File: src/rtl/bus_arbiter.sv
// bus_arbiter: round-robin arbiter and as/ds/da handshake sequencer for the
// shared 8-bit-address / 16-bit-data strobe bus.
//
// Ports
//   clk, rst            clock (rising edge) and asynchronous active-low reset
//   req/req_rw          per-requester request level and direction (1=read)
//   req_addr/req_wdata  per-requester address and write data, packed by slice
//   gnt                 one-hot grant, held for the whole transaction
//   done/err            completion pulse to the winner, timeout flag
//   rdata               last captured read data
//   bus_addr/bus_as/bus_rw/bus_ds/bus_wdata  master side of the strobe bus
//   bus_da/bus_data     acknowledge and read data from the bus manager

package bus_arbiter_pkg;
  localparam int unsigned AW = 8;
  localparam int unsigned DW = 16;

  typedef enum logic [1:0] {
    S_IDLE,
    S_ADDR,
    S_STROBE,
    S_RELEASE
  } state_t;

  // Request payload as latched at grant time
  typedef struct packed {
    logic          rw;
    logic [AW-1:0] addr;
    logic [DW-1:0] wdata;
  } bus_req_t;
endpackage

module bus_arbiter
  import bus_arbiter_pkg::*;
#(
  parameter int unsigned NREQ    = 4,
  parameter int unsigned TIMEOUT = 16
) (
  input  logic               clk,
  input  logic               rst,
  input  logic [NREQ-1:0]    req,
  input  logic [NREQ-1:0]    req_rw,
  input  logic [NREQ*AW-1:0] req_addr,
  input  logic [NREQ*DW-1:0] req_wdata,
  output logic [NREQ-1:0]    gnt,
  output logic [NREQ-1:0]    done,
  output logic               err,
  output logic [DW-1:0]      rdata,
  output logic [AW-1:0]      bus_addr,
  output logic               bus_as,
  output logic               bus_rw,
  output logic               bus_ds,
  output logic [DW-1:0]      bus_wdata,
  input  logic               bus_da,
  input  logic [DW-1:0]      bus_data
);

  localparam int unsigned IW = (NREQ > 1) ? $clog2(NREQ) : 1;
  localparam int unsigned CW = (TIMEOUT > 1) ? $clog2(TIMEOUT) : 1;
  localparam logic [CW-1:0] CNT_LAST = CW'(TIMEOUT - 1);
  localparam logic [IW-1:0] PTR_RST  = IW'(NREQ - 1);

  state_t        state_q, state_d;
  logic [IW-1:0] ptr_q, ptr_d;
  logic [CW-1:0] cnt_q, cnt_d;
  logic          cnt_last;

  logic [NREQ-1:0] gnt_d, done_d;
  logic            err_d;
  logic [DW-1:0]   rdata_d, wdata_d;
  logic [AW-1:0]   addr_d;
  logic            as_d, rw_d, ds_d;

  bus_req_t        reqs [NREQ];
  bus_req_t        sel;
  logic [IW-1:0]   win;
  logic            any_req;

  // Unpack the flat request buses into one payload per requester
  for (genvar g = 0; g < NREQ; g++) begin : g_unpack
    assign reqs[g] = '{rw:    req_rw[g],
                       addr:  req_addr[AW*g +: AW],
                       wdata: req_wdata[DW*g +: DW]};
  end

  assign sel      = reqs[win];
  assign cnt_last = (cnt_q == CNT_LAST);

  // Round-robin pick: first set req bit after ptr, wrapping; last winner is lowest
  always_comb begin : arbitrate
    int unsigned idx;
    idx     = 0;
    win     = ptr_q;
    any_req = 1'b0;
    for (int unsigned i = 1; i <= NREQ; i++) begin
      idx = (32'(ptr_q) + i) % NREQ;
      if (!any_req && req[IW'(idx)]) begin
        any_req = 1'b1;
        win     = IW'(idx);
      end
    end
  end

  // State and output registers
  always_ff @(posedge clk or negedge rst) begin
    if (!rst) begin
      state_q   <= S_IDLE;
      ptr_q     <= PTR_RST;
      cnt_q     <= '0;
      gnt       <= '0;
      done      <= '0;
      err       <= 1'b0;
      rdata     <= '0;
      bus_addr  <= '0;
      bus_as    <= 1'b0;
      bus_rw    <= 1'b0;
      bus_ds    <= 1'b0;
      bus_wdata <= '0;
    end else begin
      state_q   <= state_d;
      ptr_q     <= ptr_d;
      cnt_q     <= cnt_d;
      gnt       <= gnt_d;
      done      <= done_d;
      err       <= err_d;
      rdata     <= rdata_d;
      bus_addr  <= addr_d;
      bus_as    <= as_d;
      bus_rw    <= rw_d;
      bus_ds    <= ds_d;
      bus_wdata <= wdata_d;
    end
  end

  // Next-state logic
  always_comb begin : next_state
    state_d = state_q;
    case (state_q)
      S_IDLE:    if (any_req) state_d = S_ADDR;
      S_ADDR:    state_d = S_STROBE;
      S_STROBE:  if (bus_da || cnt_last) state_d = S_RELEASE;
      S_RELEASE: if (!bus_da || cnt_last) state_d = S_IDLE;
      default:   state_d = S_IDLE;
    endcase
  end

  // Next values of the registered outputs, pointer and timeout counter
  always_comb begin : next_outputs
    gnt_d   = gnt;
    done_d  = '0;
    err_d   = 1'b0;
    rdata_d = rdata;
    addr_d  = bus_addr;
    as_d    = bus_as;
    rw_d    = bus_rw;
    ds_d    = bus_ds;
    wdata_d = bus_wdata;
    ptr_d   = ptr_q;
    cnt_d   = cnt_q;
    case (state_q)
      S_IDLE: begin
        if (any_req) begin
          gnt_d   = NREQ'(1) << win;
          addr_d  = sel.addr;
          rw_d    = sel.rw;
          wdata_d = sel.wdata;
          as_d    = 1'b1;
          ptr_d   = win;
        end
      end
      S_ADDR: begin
        ds_d  = 1'b1;
        cnt_d = '0;
      end
      S_STROBE: begin
        if (bus_da) begin
          if (bus_rw) rdata_d = bus_data;
          done_d = gnt;
          as_d   = 1'b0;
          ds_d   = 1'b0;
          cnt_d  = '0;
        end else if (cnt_last) begin
          // Manager never acknowledged: complete with error, keep old rdata
          done_d = gnt;
          err_d  = 1'b1;
          as_d   = 1'b0;
          ds_d   = 1'b0;
          cnt_d  = '0;
        end else begin
          cnt_d = cnt_q + CW'(1);
        end
      end
      S_RELEASE: begin
        if (!bus_da) begin
          gnt_d = '0;
        end else if (cnt_last) begin
          // da stuck high: flag it and free the bus anyway
          gnt_d = '0;
          err_d = 1'b1;
        end else begin
          cnt_d = cnt_q + CW'(1);
        end
      end
      default: ;
    endcase
  end

endmodule
File: config.mk
export PLATFORM = sky130hd
export DESIGN_NAME = bus_arbiter
export DESIGN_NICKNAME = d
export VERILOG_FILES = /design/src/rtl/bus_arbiter.sv
export SDC_FILE = /design/constraint.sdc
export NUM_CORES = 1
export LEC_CHECK = 0
export CORE_ASPECT_RATIO = 1.1
export CORE_MARGIN = 4
export CORE_UTILIZATION = 43
export CTS_CLUSTER_SIZE = 12
export DETAILED_ROUTE_END_ITERATION = 8
export GPL_ROUTABILITY_DRIVEN = 0
export PLACE_DENSITY = 0.95
export SYNTH_ARGS = -nofsm -noshare
export SYNTH_HDL_FRONTEND = slang
export SYNTH_SLANG_ARGS = --single-unit
File: constraint.sdc
create_clock -name clk -period 5.3 [get_ports clk]
set_clock_uncertainty 0.2 [all_clocks]
set_input_delay 1.06 -clock clk [delete_from_list [all_inputs] [get_ports clk]]
set_output_delay 1.06 -clock clk [all_outputs]
set_load 0.005 [all_outputs]
# Word level (Yosys, flattened, before mapping)
# Cells that the tools add are included.
[op_classes] n_eq_ne=11 n_div=0 bitwise_logic=1 reduce_logical=21 n_addsub=5 shifts=1 n_mux=44 mul=0 n_lt_le_gt_ge=5
[op_table] op="25-bit binary-select mux with 2-bit select" n=1
[op_table] op="25-bit 2-to-1 mux" n=2
[op_table] op="4-bit 2-to-1 mux" n=10
[op_table] op="3-bit AND reduction" n=5
[op_table] op="1-bit 2-to-1 mux" n=14
[op_table] op="2-bit 2-to-1 mux" n=7
[op_table] op="2-bit by 3-bit less-than comparator with 1-bit output (second input constant)" n=4
[op_table] op="4-bit one-hot mux with 3 select lines" n=1
[op_table] op="2-bit inequality test (second input constant)" n=5
[op_table] op="1-bit binary-select mux with 2-bit select" n=4
[op_table] op="2-bit one-hot mux with 4 select lines" n=1
[op_table] op="4-bit one-hot mux with 2 select lines" n=1
[op_table] op="3-bit inequality test (second input constant)" n=2
[op_table] op="1-bit one-hot mux with 2 select lines" n=3
[op_table] op="2-bit nonzero test" n=3
[op_table] op="2-bit by 1-bit adder with 2-bit output (second input constant)" n=2
[op_table] op="2-bit adder (second input constant)" n=2
[op_table] op="4-bit by 1-bit adder with 4-bit output (second input constant)" n=1
[op_table] op="2-bit equality test (second input constant)" n=2
[op_table] op="4-bit equality test (second input constant)" n=1
[op_table] op="1-bit logical NOT" n=4
[op_table] op="2-bit AND reduction" n=2
[op_table] op="1-bit by 2-bit << shifter with 4-bit output (first input constant)" n=1
[op_table] op="3-bit greater-or-equal comparator (second input constant)" n=1
[op_table] op="6 further kinds" n=9
[word_totals] ff_bits=60 in_bits=123 n_memories=0 romBits=0 elab_cells=100 output_inout_bits=52 latchBits=0 ram_bits=0

# Longest topological paths before layout
# Gate-level depths: netlist (run 1).
[logic_depth] depth_word=17 depth_mapped=7 ltp_nobuf=7

# Least setup slack after synthesis (run 1)
# No wires, ideal clock.
[synth_path] kind="input-to-reg" from="in req[3]" to="reg bus_addr[7]" setup_slack_ns=2.843 stages=7 required_ns=4.963 arrival_time_ns=2.120 cell_sequence="nand2b_2 > o21ai_2 > a221oi_2 > buf_6 > buf_12 > mux2i_1 > o221ai_2"
[synth_via] elab_chain_len=16 elab_cells_between_ends=27
[synth_rtl] element="start, declared" line_no="41" text="input logic [NREQ-1:0] req,"
[synth_rtl] element="1-bit binary-select mux with 2-bit select" line_no="97" text="if (!any_req && req[IW'(idx)]) begin"
[synth_rtl] element="1-bit 2-to-1 mux (not written as such)" line_no="97"
[synth_rtl] element="1-bit 2-to-1 mux" line_no="97"
[synth_rtl] element="1-bit logical NOT" line_no="97"
[synth_rtl] element="1-bit logical AND" line_no="97"
[synth_rtl] element="1-bit 2-to-1 mux" line_no="97"
[synth_rtl] element="1-bit logical NOT" line_no="97"
[synth_rtl] element="1-bit logical AND" line_no="97"
[synth_rtl] element="1-bit 2-to-1 mux" line_no="97"
[synth_rtl] element="1-bit logical NOT" line_no="97"
[synth_rtl] element="1-bit logical AND" line_no="97"
[synth_rtl] element="2-bit 2-to-1 mux" line_no="97"
[synth_rtl] element="2-bit NOT with 3-bit output (not written as such)" line_no="86" text="assign sel = reqs[win];"
[synth_rtl] element="25-bit binary-select mux with 2-bit select" line_no="86"
[synth_rtl] element="25-bit 2-to-1 mux (not written as such) (2 in series)" line_no="86"
[synth_rtl] element="end signal, assigned" line_no="127" text="bus_addr <= addr_d;"
[synth_rtl] element="end, declared" line_no="49" text="output logic [AW-1:0] bus_addr,"
# Parallel ways exist; a longest one is shown, timed or not. The select of a mux whose other input is x is not followed.
# A chain may end at the register's enable or synchronous reset.

# Worst setup path in the final report (run 1)
[layout_path] from="in req[1]" to="reg gnt[2]"
[layout_via] elab_chain_len=15 elab_cells_between_ends=27
[layout_rtl] element="1-bit binary-select mux with 2-bit select" line_no="97"
[layout_rtl] element="1-bit 2-to-1 mux (not written as such)" line_no="97"
[layout_rtl] element="1-bit 2-to-1 mux" line_no="97"
[layout_rtl] element="1-bit logical NOT" line_no="97"
[layout_rtl] element="1-bit logical AND" line_no="97"
[layout_rtl] element="1-bit 2-to-1 mux" line_no="97"
[layout_rtl] element="1-bit logical NOT" line_no="97"
[layout_rtl] element="1-bit logical AND" line_no="97"
[layout_rtl] element="1-bit 2-to-1 mux" line_no="97"
[layout_rtl] element="1-bit logical NOT" line_no="97"
[layout_rtl] element="1-bit logical AND" line_no="97"
[layout_rtl] element="2-bit 2-to-1 mux" line_no="97"
[layout_rtl] element="1-bit by 2-bit << shifter with 4-bit output" line_no="163" text="gnt_d = NREQ'(1) << win;"
[layout_rtl] element="4-bit 2-to-1 mux" line_no="162" text="if (any_req) begin"
[layout_rtl] element="4-bit one-hot mux with 2 select lines" line_no="160" text="case (state_q)"
[layout_rtl] element="end signal, assigned" line_no="123" text="gnt <= gnt_d;"
[layout_rtl] element="end, declared" line_no="45" text="output logic [NREQ-1:0] gnt,"
# Parallel ways exist; a longest one is shown, timed or not. The select of a mux whose other input is x is not followed.

==> impl_metrics.toml, run 1 <==
[finish]
fill_cells = 591
antennaDiodeCount = 0
fin_nets = 572
multiInputGateArea_um2 = 1639
areaGrowthSynthToFinish_pct = 56.75
drive_gt1_share_pct = 14.51
post-route-util_pct = 69.45
register_area_um2 = 1504

[clocking]
cts_root_buffer = "clkbuf_8"
numCtsBuffers = 9
clk_path_buf_depth = 2
clk_transition_reported_paths_ns = 0.06
post-cts-setup-buffers = 0
h-tree-depth = 3
cts_hold_buf = 0
tritoncts = "built"
cts-resized-gates = 0
clock_sinks = 60
insertion_delay_ns = 0.33

[sta]
max_slew_margin_pct = 20.74
slew_viol_final = 0
worst_pin_slew_ns = 1.189
rsz0062_at_grt = "false"
hold_viol_final = 0
setup_viol = 0
min_period_ns = 3.487
tns_ns = 0
setup_slack_ns = 1.813
fin_crit_sh_pct = 65.79
max_freq_ghz = 0.2868

[worst_hold_path]
hold_path.class = "reg2reg"

[yosys]
ys_seq_elements = 60
synth-xor-area-share_pct = 0.2631
synth_edf_count = 0
synth-simple-area-share_pct = 8.643
synthAdderAreaFrac_pct = 2.255
async_flop_share_pct = 100.0
ys.flop_type = "dfrtp_1"
syn-num-nets = 400
yosysSeqAreaShare_pct = 45.17
netlist_instances = 271
avgSynthCellArea_um2 = 12.29
synth_top_family_by_area = "multiplexers"
synth_compound_area_share_pct = 16.91
yosysUniqueCellTypes = 36
syn_area_um2 = 3329
synth_warnings = 0
synthMuxAreaShare_pct = 20.74

[setup_path]
cp-start-kind = "input port"
end_kind = "register"
crit_type = "in2reg"
required_ns = 5.31
path_max_fanout = 29
cp.arrival_ns = 3.50

[routing]
ant_nets = 0
dr.pass1.iters = 4
vias_per_cell = 5.145
route.detailed.drc = 0
wl_mm = 9.742
post_drt_wl_per_cell_um = 17.62
drt_iter0_markers = 76
vias = 2845

[placement]
dp_slack_ns = 1.475
hpwl_mm = 7.278
portBuffers = 174

[run]
maxCapViolCount = 0

[floorplan]
row_count = 33
core_um2 = 7515
die_x_um = 91.90
start_util_pct = 44.31
die-area_um2 = 9217
io-pin-count = 175
die_h_um = 100.3

[global_route]
grt_max_degree = 61
antenna_found_initial = 0
grt_pass1_vias = 3234
use_met2_pct = 37.92
met1_usage_pct = 24.08
grt_overflow_total = 0
grtUsageTotal_pct = 21.38
grt_pass1_wl_mm = 15.55
grt-busiest-layer = "met2"
use_met3_pct = 7.721

[pwr]
leakagePower_nw = 2.253
power_mw = 2.573
ir_drop_v = 0.0005276
power_density_nw_per_um2 = 492.9

[outcome]
status = "finished, final reports clean"
synthesized netlist by cell type, types with 6 or more instances:
cell type  instances  area [um^2]
ha_1               6        75.07
mux2_2            16        180.2
mux2i_1           51        510.5
o221ai_2          25        375.4
nand2_1           36        135.1
nor2_1             7        26.28
dfrtp_1           58         1451
o21ai_0            9        45.04
cells by family (layout without fill, tap and decap cells):
| logic type | count (synthesis) | after routing |
|---|---|---|
| multiplexers | 67 | 67 |
| flip-flops | 60 | 60 |
| AO/OA/AOI/OAI | 52 | 52 |
| adder cells (fa/ha/maj) | 6 | 6 |
| buffers and inverters | 22 | 199 |
| AND/OR/NAND/NOR | 63 | 63 |
| XOR/XNOR | 1 | 1 |
through the flow:
stage / hold slack [ns] / instance area [um^2] / instances
6_report: 0.2853 / 5219 / 553
3_3_place_gp: 0.2665 / 5056 / 537
2_1_floorplan: 0.2667 / 3329 / 271
4_1_cts: 0.2890 / 5219 / 553
5_1_grt: 0.3229 / 5219 / 553
3_5_place_dp: 0.2695 / 5056 / 537
path summary, 6_finish.rpt:
kind,startpoint,to,slack [ns],cells past startpoint
setup reg to reg,ptr_q[0],bus_wdata[9],2.62,6
max in group asynchronous,rst,bus_wdata[12],3.69,2
hold reg to reg,bus_wdata[9],bus_wdata[9],0.29,2
hold / removal,bus_wdata[9],bus_wdata[9],0.29,2
setup / recovery,req[1],gnt[2],1.81,5
min in group asynchronous,rst,rdata[14],0.68,2
layout by cell type (no fill, tap or decap), types with 5 or more instances in the layout:
master / count
inv_1: 5
nand2_1: 36
dfrtp_1: 58
mux2i_1: 51
clkdlybuf4s50_1: 173
ha_1: 6
a21oi_1: 5
mux2_2: 16
and2_1: 5
o221ai_2: 25
nor2_1: 7
clkbuf_8: 10
o21ai_0: 9
registers in the layout (all words and copies together) (netlist names), 2 cells and up:
| register | flops |
|---|---|
| bus_addr | 8 |
| state_q | 2 |
| bus_wdata | 16 |
| done | 4 |
| gnt | 4 |
| rdata | 16 |
| cnt_q | 4 |
| ptr_q | 2 |
area by class of cell:
class / instances / share of cell area [%]
inverter: 6 / 0.4316
timing repair buffer: 177 / 33.71
multi-input combinational: 189 / 31.41
sequential: 60 / 28.82
clock buffer: 14 / 2.925
tap: 105 / 2.517
clock inverter: 2 / 0.1918
layer usage:
metal	vias up	part of all wire, %
li1	1335	-
met1	1380	39
met2	119	51
met3	11	9.3
met4	0	1.2
met5	-	0
where the power goes:
| part | switching, mW | internal [mW] | total, mW | leakage, nW |
|---|---|---|---|---|
| combinational | 0.647 | 0.781 | 1.43 | 1.42 |
| clock | 0.171 | 0.182 | 0.353 | 0.0844 |
| sequential | 0.126 | 0.666 | 0.791 | 0.746 |
critical path, stage by stage:
cell and delay (ns):
clkdlybuf4s50_1 0.48, nor4_1 0.52, nand2b_1 0.97, nor2_1 0.14, a32o_1 0.32
Power figures use the tool's default switching activity.
==> run 2, diff against run 1 <==
--- a/config.mk
+++ b/config.mk
@@ -7,11 +7,11 @@
 export LEC_CHECK = 0
 export CORE_ASPECT_RATIO = 1.1
 export CORE_MARGIN = 4
-export CORE_UTILIZATION = 43
+export CORE_UTILIZATION = 36
 export CTS_CLUSTER_SIZE = 12
 export DETAILED_ROUTE_END_ITERATION = 8
 export GPL_ROUTABILITY_DRIVEN = 0
-export PLACE_DENSITY = 0.95
+export PLACE_DENSITY = 0.88
 export SYNTH_ARGS = -nofsm -noshare
 export SYNTH_HDL_FRONTEND = slang
 export SYNTH_SLANG_ARGS = --single-unit
==> constraint.sdc (replaced) <==
create_clock -name clk -period 2.9 [get_ports clk]
set_clock_uncertainty 0.2 [all_clocks]
set_input_delay 0.58 -clock clk [delete_from_list [all_inputs] [get_ports clk]]
set_output_delay 0.58 -clock clk [all_outputs]
set_load 0.005 [all_outputs]
==> run 2 against run 1 <==
- critical path depth increased by 2
- worst setup slack got worse by 1.3 ns
- combinational power increased by 90%
- largest power group unchanged
- routed wire length increased by 1.4%
- clock power increased to 2.8 times the previous value
- highest routed layer unchanged
==> impl_metrics.toml, run 2 (same netlist as run 1, synthesis figures left out) <==
[outcome]
status = "finished, final reports clean"

[pwr]
p_seq_share_pct = 28.1
ir_drop_v = 0.0008330
power_mw = 5.168
p_clk_share_pct = 19.4
switching_share_pct = 34.28
power_density_nw_per_um2 = 949.0
internal-power_mw = 3.396
p_sw_mw = 1.772
leakagePower_nw = 2.360
comb_power_share_pct = 52.4

[routing]
vias_per_cell = 5.095
drt_iter0_markers = 94
wl_mm = 9.879
route.detailed.drc = 0
dr.pass1.iters = 4
ant_nets = 0
vias = 2899
post_drt_wl_per_cell_um = 17.36

[global_route]
grt_pass1_wl_mm = 15.51
antenna_found_initial = 0
grt_pass1_vias = 3224
grt_overflow_total = 0
grtUsageTotal_pct = 18.18
grt_max_degree = 55

[placement]
place_inst = 553
placed_area_um2 = 5182
hpwl_mm = 7.675
portBuffers = 174

[setup_path]
path_max_fanout = 54
reg2reg_to = "bus_wdata[7]"
r2r_slack_ns = 0.61
required_ns = 2.90
cp.arrival_ns = 2.40
crit_type = "in2reg"
end_kind = "register"
reg2reg_depth = 6
cp-start-kind = "input port"
r2r-start = "ptr_q[0]"

[finish]
reg_top3 = "bus_wdata x16, rdata x16, bus_addr x8"
areaGrowthSynthToFinish_pct = 63.55
layout_commonest_cell = "clkdlybuf4s50_1"
instances_no_fill = 569
final_cell_mix = "clkdlybuf4s50_1 (173), dfrtp_1 (58), mux2i_1 (51), nand2_1 (36), o221ai_2 (25)"
final_area_um2 = 5445
antennaDiodeCount = 0
drive_gt1_share_pct = 16.70
fin_nets = 579

[floorplan]
die-area_um2 = 10850
io-pin-count = 175
start_util_pct = 37.14
die_h_um = 108.9
core_um2 = 8964
row_count = 36
die_x_um = 99.70

[sta]
rsz0062_at_grt = "false"
max_slew_margin_pct = 53.09
tns_ns = 0
fin_crit_sh_pct = 82.73
setup_viol = 0
slew_viol_final = 0
min_period_ns = 2.399
hold_viol_final = 0
max_freq_ghz = 0.4168
worst_pin_slew_ns = 0.7037

[clocking]
clock_sinks = 60
h-tree-depth = 3
clk_transition_reported_paths_ns = 0.07
tritoncts = "built"
insertion_delay_ns = 0.33
clk_path_buf_depth = 2
cts-resized-gates = 0
cts_hold_buf = 0
numCtsBuffers = 9
cts_root_buffer = "clkbuf_8"
post-cts-setup-buffers = 0

[worst_hold_path]
hold_path.class = "in2async"

[run]
maxCapViolCount = 0
## run 2: worst max-delay path, stage by stage
cell and delay (ns):
clkdlybuf4s50_1 0.47, nand2b_2 0.12, o21ai_2 0.07, a221oi_4 0.32, buf_12 0.34, mux2i_1 0.30
o221ai_2 0.13
## run 2: cell type report
type / instances / area [um^2]
flip-flops and latches: 60 / 1504
well taps: 114 / 142.6
clock buffers: 9 / 123.9
clock inverters: 7 / 138.9
fillers: 722 / 3518
multi-input cells: 189 / 1639
repair buffers: 184 / 1874
inverters: 6 / 22.52
## run 2: worst max-delay path by stage
stage	from	end	slack, ns	depth (start not counted)
after floorplan	ptr_q[0]	bus_addr[7]	0.91	7
after global placement	req[3]	bus_wdata[2]	0.23	7
after detailed placement	req[3]	bus_wdata[9]	0.17	7
after CTS	req[3]	bus_wdata[9]	0.52	7
after global routing	req[2]	bus_wdata[7]	0.41	7
final	req[3]	bus_wdata[7]	0.50	7
## run 2: layer usage
metal,track usage [%],up-vias,part of all wire [%]
li1,-,1353,-
met1,20.15,1409,37
met2,33.27,130,53
met3,5.694,7,8.4
met4,5.268,0,0.88
met5,0,-,0
## run 2: power by group through the flow
stage	combinational [mW]	clock (mW)	sequential, mW
finish	2.71	1.00	1.45
global route	2.96	1.07	1.50
CTS	2.76	1.03	1.46
detailed placement	2.75	0	1.46
global placement	2.68	0	1.43
floorplan	1.68	0	1.44
## run 2: per-stage QoR
| step | utilization [%] | setup WS, ns | hold slack [ns] |
|---|---|---|---|
| 3_5_place_dp | 57.82 | 0.1705 | 0.2772 |
| 2_1_floorplan | - | 0.9113 | 0.08441 |
| 6_report | 60.75 | 0.5007 | 0.08954 |
| 4_1_cts | 60.75 | 0.5217 | 0.08769 |
| 3_3_place_gp | 57.82 | 0.2335 | 0.2672 |
| 5_1_grt | 60.75 | 0.4063 | 0.1181 |
==> run 3, diff against run 2 <==
==> constraint.sdc (replaced) <==
create_clock -name clk -period 1.9 [get_ports clk]
set_clock_uncertainty 0.2 [all_clocks]
set_input_delay 0.38 -clock clk [delete_from_list [all_inputs] [get_ports clk]]
set_output_delay 0.38 -clock clk [all_outputs]
set_load 0.005 [all_outputs]
==> run 3 against run 2 <==
- power grew 66%
- sequential share of layout area shrank 2.1 points
- routed wire length grew 12%
- clock power grew 6%
- largest cell class unchanged
- register-to-register slack lost 0.86 ns
- hold slack gained 0.20 ns
- the flow now finishes with violations (setup timing)
- global-route usage grew 1.7 points
- final area grew 8.2%
==> impl_metrics.toml, run 3 (same netlist as run 1, synthesis figures left out) <==
[routing]
drt_iter0_markers = 83
vias_per_cell = 5.096
route.detailed.drc = 0
post_drt_wl_per_cell_um = 18.69
wl_mm = 11.07
dr.pass1.iters = 4
vias = 3017
ant_nets = 0

[sta]
rsz0062_at_grt = "true"
setup_viol = 30
slew_viol_final = 0
max_slew_margin_pct = 77.11
worst_pin_slew_ns = 0.3434
fin_crit_sh_pct = 113.4
setup_slack_ns = -0.2542
hold_viol_final = 0
max_freq_ghz = 0.4642
min_period_ns = 2.154

[global_route]
antenna_found_initial = 0
grt_pass1_wl_mm = 16.67
grt_max_degree = 61
grt_pass1_vias = 3309
grtUsageTotal_pct = 19.86
grt_overflow_total = 0

[floorplan]
die-area_um2 = 10850
io-pin-count = 175
die_h_um = 108.9
die_x_um = 99.70
core_um2 = 8964
row_count = 36
start_util_pct = 37.14

[finish]
reg_top3 = "bus_wdata x16, rdata x16, bus_addr x8"
drive_gt1_share_pct = 28.03
antennaDiodeCount = 0
final_cell_mix = "clkdlybuf4s50_1 (172), dfrtp_1 (58), nand2_1 (35), o221ai_2 (25), mux2i_2 (22)"
areaGrowthSynthToFinish_pct = 76.96
layout_commonest_cell = "clkdlybuf4s50_1"
fin_nets = 602

[clocking]
clock_sinks = 60
h-tree-depth = 3
clk_path_buf_depth = 2
clk_transition_reported_paths_ns = 0.07
tritoncts = "built"
cts_root_buffer = "clkbuf_8"
numCtsBuffers = 9
insertion_delay_ns = 0.33

[pwr]
p_clk_share_pct = 12.4
leakagePower_nw = 2.447
power_mw = 8.581
comb_power_share_pct = 62.1
p_seq_share_pct = 25.5
ir_drop_v = 0.0007114
internal-power_mw = 5.550
p_sw_mw = 3.030
power_density_nw_per_um2 = 1456
switching_share_pct = 35.32

[placement]
hpwl_mm = 7.491
dp_slack_ns = -0.5464
portBuffers = 174

[run]
maxCapViolCount = 0

[outcome]
status = "finished with violations"
violations = "setup timing"

[setup_path]
cp.arrival_ns = 2.16
cp-start-kind = "register"
end_kind = "register"
crit_type = "reg2reg"
required_ns = 1.91
path_max_fanout = 10

[worst_hold_path]
hold_path.class = "reg2reg"
==> run 3: path summary, 6_finish.rpt <==
| check | from | end | slack [ns] | depth (start not counted) |
|---|---|---|---|---|
| worst max-delay path | ptr_q[0] | bus_wdata[13] | -0.25 | 7 |
| worst min-delay path | bus_wdata[5] | bus_wdata[5] | 0.29 | 2 |
| worst max register to register | ptr_q[0] | bus_wdata[13] | -0.25 | 7 |
| worst min register to register | bus_wdata[5] | bus_wdata[5] | 0.29 | 2 |
| max in group asynchronous | rst | ptr_q[0] | 0.81 | 3 |
| min in group asynchronous | rst | rdata[0] | 0.38 | 3 |
==> run 3: what timing repair did <==
action / CTS / global route
gates cloned: 4 / 2
setup buffers: 3 / 1
hold buffers: 1 / 0
resized for setup: 27 / 37
endpoints found under the hold margin: 58 / 0
pin swaps: 1 / 5
endpoints found under the setup margin: 32 / 33
==> run 3: power by group through the flow <==
stage	logic, mW	registers (mW)	clock network (mW)
2_1_floorplan	2.59	2.20	0
4_1_cts	4.92	2.19	1.11
3_5_place_dp	4.35	2.19	0
6_report	5.33	2.19	1.06
3_3_place_gp	4.22	2.16	0
5_1_grt	5.73	2.27	1.17
==> run 3: routing by layer <==
layer  up-vias  share of wire [%]  wire [um]  global-route usage [%]
met5         -                  0          0                       0
met4         0                1.4        159                   7.317
met3        13                6.4        706                   4.607
met2       120                 54       5924                   37.18
met1      1474                 39       4277                   21.68
li1       1410                  -          -                       -
==> run 3: cell type report <==
class	instances	area, um^2
inverter	6	22.52
sequential	60	1504
clock buffer	15	176.4
timing repair buffer	207	2178
fill	687	3072
tap	114	142.6
multi-input combinational	189	1863
clock inverter	1	5.005
==> run 3: stage by stage <==
step	hold slack, ns	instances	util (%)	setup TNS, ns	instance area [um^2]
floorplan	-0.1156	271	-	-1.089	3336
global placement	0.2166	565	58.91	-14.97	5280
detailed placement	0.2272	565	58.91	-16.17	5280
CTS	0.2925	589	63.14	-4.929	5659
global route	0.3121	592	65.73	-8.328	5892
finish	0.2875	592	65.73	-5.377	5892
==> run 3: critical path: stages, from the launching register on <==
cell and delay [ns]:
dfstp_2 0.55, nand2b_4 0.14, o21ai_4 0.06, a221oi_4 0.31, buf_6 0.19, buf_16 0.16
mux2i_2 0.27, o221ai_2 0.13
==> RTL edit: new RTL, settings of run 2 <==
`TIMEOUT`: 16 -> 8.
--- a/src/rtl/bus_arbiter.sv
+++ b/src/rtl/bus_arbiter.sv
@@ -36,3 +36,3 @@
   parameter int unsigned NREQ    = 4,
-  parameter int unsigned TIMEOUT = 16
+  parameter int unsigned TIMEOUT = 8
 ) (
Behaviour: same outputs for any inputs over 4 cycles, from zero or initial values and one cycle with rst low; that may be too few to reach the edited logic, so the function may still have changed.
==> RTL edit against run 2 <==
  * Cell area fell by 3.9%
  * Via count up 12%
  * Combinational power fell by 8.1%
  * Synthesized cell count up 29%
  * Sequential cell count is 1 lower
  * Utilization rose by 0.56 points
  * Register-to-register slack got worse by 0.13 ns
  * Total power shrank 9.8%
  * Count of clock-buffer cells in the layout is the same
  * Area after synthesis fell by 3.8%
  * Clock power down 28%
  * Routed wire length increased by 3.1%
  * Setup slack worse by 0.22 ns
  * Critical endpoint is now bus_wdata[13]$_DFFE_PN0P_
  * Largest cell class unchanged
  * Highest routed layer unchanged
==> RTL edit: results (changes against run 2) <==
metric	value	unit	change
via/cell ratio	5.09		-0.14%
LEAKAGE	2.23	nW	-5.5%
count of non-CTS buffers in the layout	183		-0.54%
r2r worst-path depth	5		-1
Clock Sinks	59		-1.7%
ys async rst share	100	%	unchanged
final wirelength	10.2	mm	+3.1%
worst slew pin tran	1.05	ns	+0.341 ns
launch point of the worst reg-to-reg path	ptr_q[1]$_DFFE_PN1P_		
DPL Wire Length	7.92	mm	+3.1%
pre-CTS WS	-0.0636	ns	-0.234 ns
largest net degree at the start of global routing	54		-1.8%
Clock buf/inv share	3.68	%	-1.1 points
fin crit share	90.2	%	+7.5 points
vias in the first global route	3380		+4.8%
post-layout net count	651		+12%
met2 wire length	5.06	mm	-3.8%
first-pass GRT wire length	16.1	mm	+4.0%
Placement Cell Area	5040	µm²	-2.7%
Synth Area in XOR/XNOR	0	%	-0.26 points
status	finished, final reports clean		
Adder-Cell Fraction of Synth Area	2.73	%	+0.48 points
Core Rows	35		-2.8%
Synth Area in Compound Gates	14.4	%	-2.5 points
met3 Use GR	5.73	%	+0.031 points
Multi-Input Combinational	257		+36%
top post-synthesis cells by area	dfrtp_1 (45%), nand2_1 (15%), o221a_1 (8.1%), mux2_2 (6.0%), nand3_1 (4.1%)		
highest metal used	met4		
most frequent cells after synthesis	nand2_1 (128), dfrtp_1 (57), nand3_1 (26)		
Signal inverters	11		+5
met3 WL post-DR	935	µm	+13%
Placed Cells	621		+12%
CP endpoint	bus_wdata[13]$_DFFE_PN0P_		
met1 WL	3.90	mm	+5.4%
Layout clock buffers	9		unchanged
sequential share of cell area	28.3	%	+0.63 points
buffering overhead	34.9	%	+0.52 points
drt pass-1 iters	4		unchanged
syn_area_per_cell	9.18	µm²	-25%
Total Routing Usage GR	19.3	%	+1.2 points
share of layout cells above drive strength 1	10.1	%	-6.6 points
CP arrival	2.68	ns	+0.28 ns
Seq/Total Area, Yosys	46.2	%	+0.98 points
capturing point of the worst reg2reg path	bus_wdata[13]$_DFFE_PN0P_		
M2 GR Usage	35.2	%	+1.9 points
multiplexer area fraction after synthesis	7.54	%	-13 points
hold slack final	0.211	ns	+0.121 ns
Peak supply drop	308	µV	-63%
Setup crit start	req[0]		
FF/Latch Area	1480	µm²	-1.7%
Crit Path Max Fanout	53		-1.9%
vias	3241		+12%
R2R Setup Slk	0.48	ns	-0.13 ns
initial drt markers	84		-11%
[RTL edit: changes by cell type in the layout (fill, tap and decap cells not counted), sizes merged, moves of 5 or more]
cell / run 2 / this run
mux2i: 51 / 2
o221a: 0 / 26
nand2: 36 / 128
inv: 6 / 11
nand3: 3 / 26
o221ai: 25 / 1
[RTL edit: report_power, final]
part / internal (mW) / switching [mW] / total [mW]
Combinational: 1.42 / 1.07 / 2.49
Sequential: 1.21 / 0.244 / 1.46
Clock: 0.393 / 0.323 / 0.715
Total: 3.02 / 1.64 / 4.66
[RTL edit: cell families after synthesis]
group,count (synthesis)
muxes,21
buffers and inverters,33
DFF,59
AOI/OAI and AO/OA,51
adders and majority gates,7
and+or+nand+nor,178
[RTL edit: critical path: stages]
cell             delay (ns)
clkdlybuf4s50_1        0.55
mux2_4                 0.20
o221a_2                0.88
nand2_1                0.14
nand3_1                0.12
o221a_1                0.17
